### src/rtl/toggle_req_sender_pkg.sv
// Shared definitions for both ends of the two-phase toggle request/acknowledge link.
package toggle_req_sender_pkg;

    localparam int unsigned DEF_WIDTH = 8;
    localparam int unsigned DEF_DEPTH = 4;

    localparam logic [1:0] IDLE  = 2'd0;
    localparam logic [1:0] SETUP = 2'd1;
    localparam logic [1:0] WAIT  = 2'd2;

    typedef enum logic [1:0] {
        ST_IDLE  = IDLE,
        ST_SETUP = SETUP,
        ST_WAIT  = WAIT
    } state_e;

endpackage

### src/rtl/toggle_sync2.sv
// Two-flop synchroniser for a toggle/level signal crossing into the clk domain.
module toggle_sync2 (
    input  logic clk_i,
    input  logic rst_i,
    input  logic d_i,
    output logic q_o
);

    logic s1_q;
    logic s2_q;

    always_ff @(posedge clk_i or posedge rst_i) begin
        if (rst_i) begin
            s1_q <= 1'b0;
            s2_q <= 1'b0;
        end else begin
            s1_q <= d_i;
            s2_q <= s1_q;
        end
    end

    assign q_o = s2_q;

endmodule

### src/rtl/toggle_req_sender.sv
// Sender side of the toggle req/ack crossing: buffers words in a FIFO and hands
// them across one at a time, waiting for each returned ack toggle.
module toggle_req_sender
    import toggle_req_sender_pkg::*;
#(
    parameter int unsigned WIDTH = DEF_WIDTH,
    parameter int unsigned DEPTH = DEF_DEPTH,
    parameter int unsigned PTRW  = 2
) (
    input  logic             clk,
    input  logic             re,
    input  logic             wr_en,
    input  logic [WIDTH-1:0] wr_data,
    output logic             full,
    output logic             empty,
    output logic             overflow,
    output logic [WIDTH-1:0] Da,
    output logic             ReqA,
    input  logic             AckA,
    output logic             busy,
    output logic             done,
    output logic [7:0]       tx_count
);

    logic [PTRW:0]      wr_ptr_q;
    logic [PTRW:0]      rd_ptr_q;
    logic [WIDTH-1:0]   mem_q [DEPTH];
    logic               overflow_q;
    state_e             state_q;
    logic               req_q;
    logic [WIDTH-1:0]   da_q;
    logic               done_q;
    logic [7:0]         tx_count_q;
    logic               ack_s2;
    logic               push;
    logic               pop;

    toggle_sync2 u_ack_sync (
        .clk_i (clk),
        .rst_i (re),
        .d_i   (AckA),
        .q_o   (ack_s2)
    );

    // Extra pointer MSB distinguishes full from empty when the low bits match.
    assign full  = (wr_ptr_q[PTRW] != rd_ptr_q[PTRW]) &&
                   (wr_ptr_q[PTRW-1:0] == rd_ptr_q[PTRW-1:0]);
    assign empty = (wr_ptr_q == rd_ptr_q);
    assign push  = wr_en && !full;
    assign pop   = (state_q == ST_IDLE) && !empty;

    always_ff @(posedge clk) begin
        if (push) begin
            mem_q[wr_ptr_q[PTRW-1:0]] <= wr_data;
        end
    end

    always_ff @(posedge clk or posedge re) begin
        if (re) begin
            wr_ptr_q   <= '0;
            rd_ptr_q   <= '0;
            overflow_q <= 1'b0;
        end else begin
            if (push) begin
                wr_ptr_q <= wr_ptr_q + (PTRW+1)'(1);
            end
            if (pop) begin
                rd_ptr_q <= rd_ptr_q + (PTRW+1)'(1);
            end
            if (wr_en && full) begin
                overflow_q <= 1'b1;
            end
        end
    end

    // Da is loaded one cycle ahead of the req toggle and held until the ack returns.
    always_ff @(posedge clk or posedge re) begin
        if (re) begin
            state_q    <= ST_IDLE;
            req_q      <= 1'b0;
            da_q       <= '0;
            done_q     <= 1'b0;
            tx_count_q <= '0;
        end else begin
            done_q <= 1'b0;
            case (state_q)
                ST_IDLE: begin
                    if (pop) begin
                        da_q    <= mem_q[rd_ptr_q[PTRW-1:0]];
                        state_q <= ST_SETUP;
                    end
                end
                ST_SETUP: begin
                    req_q   <= ~req_q;
                    state_q <= ST_WAIT;
                end
                ST_WAIT: begin
                    if (ack_s2 == req_q) begin
                        done_q     <= 1'b1;
                        tx_count_q <= tx_count_q + 8'd1;
                        state_q    <= ST_IDLE;
                    end
                end
                default: begin
                    state_q <= ST_IDLE;
                end
            endcase
        end
    end

    assign overflow = overflow_q;
    assign Da       = da_q;
    assign ReqA     = req_q;
    assign busy     = (state_q != ST_IDLE);
    assign done     = done_q;
    assign tx_count = tx_count_q;

endmodule

### config.mk
export PLATFORM = sky130hd
export DESIGN_NAME = toggle_req_sender
export DESIGN_NICKNAME = d
export VERILOG_FILES = /design/src/rtl/toggle_req_sender_pkg.sv /design/src/rtl/toggle_sync2.sv /design/src/rtl/toggle_req_sender.sv
export SDC_FILE = /design/constraint.sdc
export NUM_CORES = 1
export LEC_CHECK = 0
export BUFFER_PORTS_ARGS = -buffer_cell sky130_fd_sc_hd__buf_2
export CORE_MARGIN = 1.5
export CORE_UTILIZATION = 53
export CTS_BUF_LIST = sky130_fd_sc_hd__clkbuf_4
export CTS_CLUSTER_DIAMETER = 100
export DETAILED_ROUTE_END_ITERATION = 7
export GPL_TIMING_DRIVEN = 0
export PLACE_DENSITY = 0.82
export SYNTH_ARGS = -nofsm -noshare
export SYNTH_HDL_FRONTEND = slang
export SYNTH_SLANG_ARGS = --single-unit
### constraint.sdc
create_clock -name clk -period 1.6 [get_ports clk]
set_clock_uncertainty 0.05 [all_clocks]
set_input_delay 0.32 -clock clk [delete_from_list [all_inputs] [get_ports clk]]
set_output_delay 0.32 -clock clk [all_outputs]
set_load 0.01 [all_outputs]
==> run summary <==
For the number of warning messages in the yosys log, the log shows 0. The cell with the largest stage delay on the worst path was sky130_fd_sc_hd__dfrtp_2. The maximum clock rate is 0.576 GHz. Counting flops and latches in the post-synthesis netlist gives 61. Counting the fill cells in the layout gives 298.

In this run the core area contains 25 standard-cell rows. The total instance count after detailed placement is 224. The layout overhead on the synthesized area is 22.2%. The number of global-route vias before repair was 1373; the post-layout net count was 218. The post-detailed-route via-to-cell ratio is 5.21, and the detail-routed net length per standard cell is 16.6 µm. Dominant delay contributor by cell family on the critical path: flip-flops.

The count of buffers added on input and output ports is 33. In this run the cell area measured after placement is 2780 µm². The clock sink count was 61; the core area was 4660 µm². Of all nets on the critical path, the largest fanout is 3. Hold timing on the final database bottoms out at a slack of 0.0956 ns. TritonCTS built the clock tree.

In the final layout, the multi-input gates occupy 837 µm². When the netlist entered floorplanning its net count stood at 155. The cell count after synthesis came out at 137.

The tightest min-delay check is of the input pin to flip-flop type. The count of final max-slew check failures was 0. The floorplan step set the die height to 72.2 µm. The synthesized netlist occupies a cell area of 2540 µm².

The clock root buffer master is sky130_fd_sc_hd__clkbuf_4. The maximum number of pins on one net before global-route repair is 30, and the delay of the slowest cell on the worst path is 0.47 ns. For the placer congestion estimate, the log shows 0.821. VDD sags by at most 0.00101 V. The later pin in the worst-skew pair is clocked with a latency of 0.38 ns. The worst-case clock buffer depth was 2; the global-route usage over all layers was 0.184.

The checks that failed: negative setup slack. Initial cell density of the core: 0.545. The final antenna diode count is 0.

The total via count after detailed routing is 1350. The worst setup path is launched from a flip-flop. The run finished, with violations left. Each instance of the synthesized netlist takes up on average 18.5 µm². The run gives 6.65 mW as the post-route total power. The number of buffers and inverters on the critical path came out at 1. Dividing total power by cell area gives a power density of 2140 nW/µm². Setup total negative slack on the finished layout was measured at -3.75 ns. The logs give 0 for the initial antenna violation count and 44 for the final-report setup violation count. The overall die width was 72.2 µm. Max-cap violations in this run came to 0.

Setup repair after global routing could not meet its margin everywhere. The count of non-filler cells in the finished layout came out at 259. Count of unique library cells instantiated by Yosys: 27.

Before antenna repair, the detailed router went through 4 iterations. The run gives 1.37 ns as the data arrival time of the critical path. The first global-routing pass estimated 6740 µm of wire. The final period utilization is 1.08. The aggregate global routing overflow was 0; the transition at the pin with the smallest max-transition slack was 1.09 ns.

The worst setup slack after layout came out at -0.135 ns. The routed design could run at a clock period as short as 1.74 ns. The number of DRC violations after detailed-routing iteration 0 was 39; the final non-filler cell area was 3100 µm². STA classifies the critical path endpoint as a primary output. The number of hold violations in the final report was 0; the number of levels in the clock H-tree was 3. Clock tree synthesis inserted a total of 9 buffers.

The logs give 0 for the post-detailed-route DRC marker count and 0.275 for the headroom to the max-slew limit. In the final layout, flip-flops and latches occupy 1690 µm². The fraction of layout cells with a size suffix above 1 came out at 0.512. The fraction of the core area covered by cells at the end of the flow is 0.666, and the required time reported for the critical path endpoint is 1.23 ns. Walking the worst path, the cells encountered are xnor2_4 -> nand2_2 -> nor2_2 -> buf_2. The wire-length estimate of the detail-placed layout is 2630 µm.

The worst setup path is of the flip-flop to primary output kind. Before CTS, the worst setup slack after placement is -0.162 ns. The area enclosed by the die boundary was 5220 µm²; the remaining number of nets flagged by the antenna check after routing was 0. Summed over all layers, the routed wires come to 4290 µm. For the proportion of synthesized chip area in sequential cells, the log shows 0.664. The tools report the leakage power total as 1.32 nW. The top-level port count came out at 34.

Clock-pin slew was measured on the worst setup and hold paths at 0.10 ns.
-- worst paths after layout --
path / to / start / depth (start not counted) / slack (ns)
setup reg to reg: mem_q[2][1]$_DFFE_PP_ / rd_ptr_q[0]$_DFFE_PP0P_ / 4 / -0.12
hold reg to reg: u_ack_sync.q_o$_DFF_PP0_ / u_ack_sync.s1_q$_DFF_PP0_ / 0 / 0.30
setup / recovery: full / rd_ptr_q[1]$_DFFE_PP0P_ / 4 / -0.14
hold / removal: mem_q[2][3]$_DFFE_PP_ / wr_data[3] / 1 / 0.1
max in group asynchronous: wr_ptr_q[0]$_DFFE_PP0P_ / re / 2 / 0.62
min in group asynchronous: tx_count[1]$_DFFE_PP0P_ / re / 2 / 0.14
-- what timing repair did --
action | CTS | global route
hold endpoints to repair | 1 | 0
pin swaps | 10 | 11
hold buffers | 1 | 0
buffers inserted | 14 | 6
gates resized for setup | 12 | 15
setup endpoints to repair | 44 | 49
gates cloned | 1 | 0
-- synthesized netlist by cell type --
cell type                   n  area [µm²]
sky130_fd_sc_hd__xnor2_4    2        55.1
sky130_fd_sc_hd__nand2b_1   3        18.8
sky130_fd_sc_hd__nor2_1     3        11.3
sky130_fd_sc_hd__and2_1     3        18.8
sky130_fd_sc_hd__a31oi_4    2        42.5
sky130_fd_sc_hd__buf_12     1        20.0
sky130_fd_sc_hd__mux4_2     1        22.5
sky130_fd_sc_hd__buf_6      2        22.5
sky130_fd_sc_hd__xnor2_1    9        78.8
sky130_fd_sc_hd__inv_1      4        15.0
sky130_fd_sc_hd__dfrtp_1   29         726
sky130_fd_sc_hd__mux4_1     7         184
sky130_fd_sc_hd__nor3_1     1        5.00
sky130_fd_sc_hd__mux2_2     3        33.8
sky130_fd_sc_hd__and2_4     1        8.76
sky130_fd_sc_hd__and3_1     1        6.26
sky130_fd_sc_hd__a21o_1     1        7.51
sky130_fd_sc_hd__mux2_4     7         105
sky130_fd_sc_hd__nand4_1    3        18.8
sky130_fd_sc_hd__xnor2_2    1        16.3
sky130_fd_sc_hd__xor2_1     5        43.8
sky130_fd_sc_hd__nand2_1    7        26.3
sky130_fd_sc_hd__or2_2      1        6.26
sky130_fd_sc_hd__edfxtp_1  32         961
sky130_fd_sc_hd__nand2_2    1        6.26
sky130_fd_sc_hd__o21ai_0    1        5.00
sky130_fd_sc_hd__ha_1       6        75.1
-- power by group --
| part | switching, mW | internal [mW] | total [mW] | leakage [nW] |
|---|---|---|---|---|
| Combinational | 1.30 | 1.78 | 3.07 | 0.605 |
| Sequential | 0.381 | 2.19 | 2.57 | 0.639 |
| Clock | 0.529 | 0.479 | 1.01 | 0.0773 |
-- area by class of cell --
type                    instances  share of cell area
clock inverters                 6              0.0173
multi-input cells              70               0.270
clock buffers                  10              0.0242
repair buffers                 53               0.110
plain buffers                   1             0.00645
flip-flops and latches         61               0.546
well taps                      54              0.0218
inverters                       4             0.00484
-- cell usage in the layout (no fill, tap or decap), types with 3 or more instances in the layout --
cell and n:
sky130_fd_sc_hd__buf_2 32, sky130_fd_sc_hd__nand2b_1 3, sky130_fd_sc_hd__clkinv_2 4, sky130_fd_sc_hd__xnor2_4 3
sky130_fd_sc_hd__mux4_1 4, sky130_fd_sc_hd__ha_1 6, sky130_fd_sc_hd__inv_1 4, sky130_fd_sc_hd__buf_4 17
sky130_fd_sc_hd__nand2_1 6, sky130_fd_sc_hd__clkbuf_4 10, sky130_fd_sc_hd__edfxtp_1 32, sky130_fd_sc_hd__and2_4 5
sky130_fd_sc_hd__mux2_4 7, sky130_fd_sc_hd__xnor2_1 8, sky130_fd_sc_hd__dfrtp_1 23, sky130_fd_sc_hd__xor2_1 4
sky130_fd_sc_hd__dfrtp_2 6, sky130_fd_sc_hd__mux4_2 4, sky130_fd_sc_hd__mux2_2 3, sky130_fd_sc_hd__nand4_1 3
-- flip-flops by register name, indices dropped and copies added, names as in the netlist --
signal           count
Da                   8
ReqA                 1
done                 1
mem_q               32
overflow             1
rd_ptr_q             3
state_q              2
tx_count             8
u_ack_sync.q_o       1
u_ack_sync.s1_q      1
wr_ptr_q             3
-- cell families after synthesis --
group                      share of synthesized area
xor gates and xnor gates                      0.0764
buffers and inverters                         0.0227
and+or+nand+nor                               0.0498
AOI/OAI and AO/OA                             0.0217
muxes                                          0.136
DFF                                            0.664
adders and majority gates                     0.0296
-- routing by layer --
metal,part of all wire,up-vias,global-route usage
met5,0,-,0
met4,0.022,0,0.105
met3,0.047,10,0.0556
met2,0.53,33,0.303
met1,0.40,676,0.216
li1,-,631,-
(Power assumes the default switching activity.)
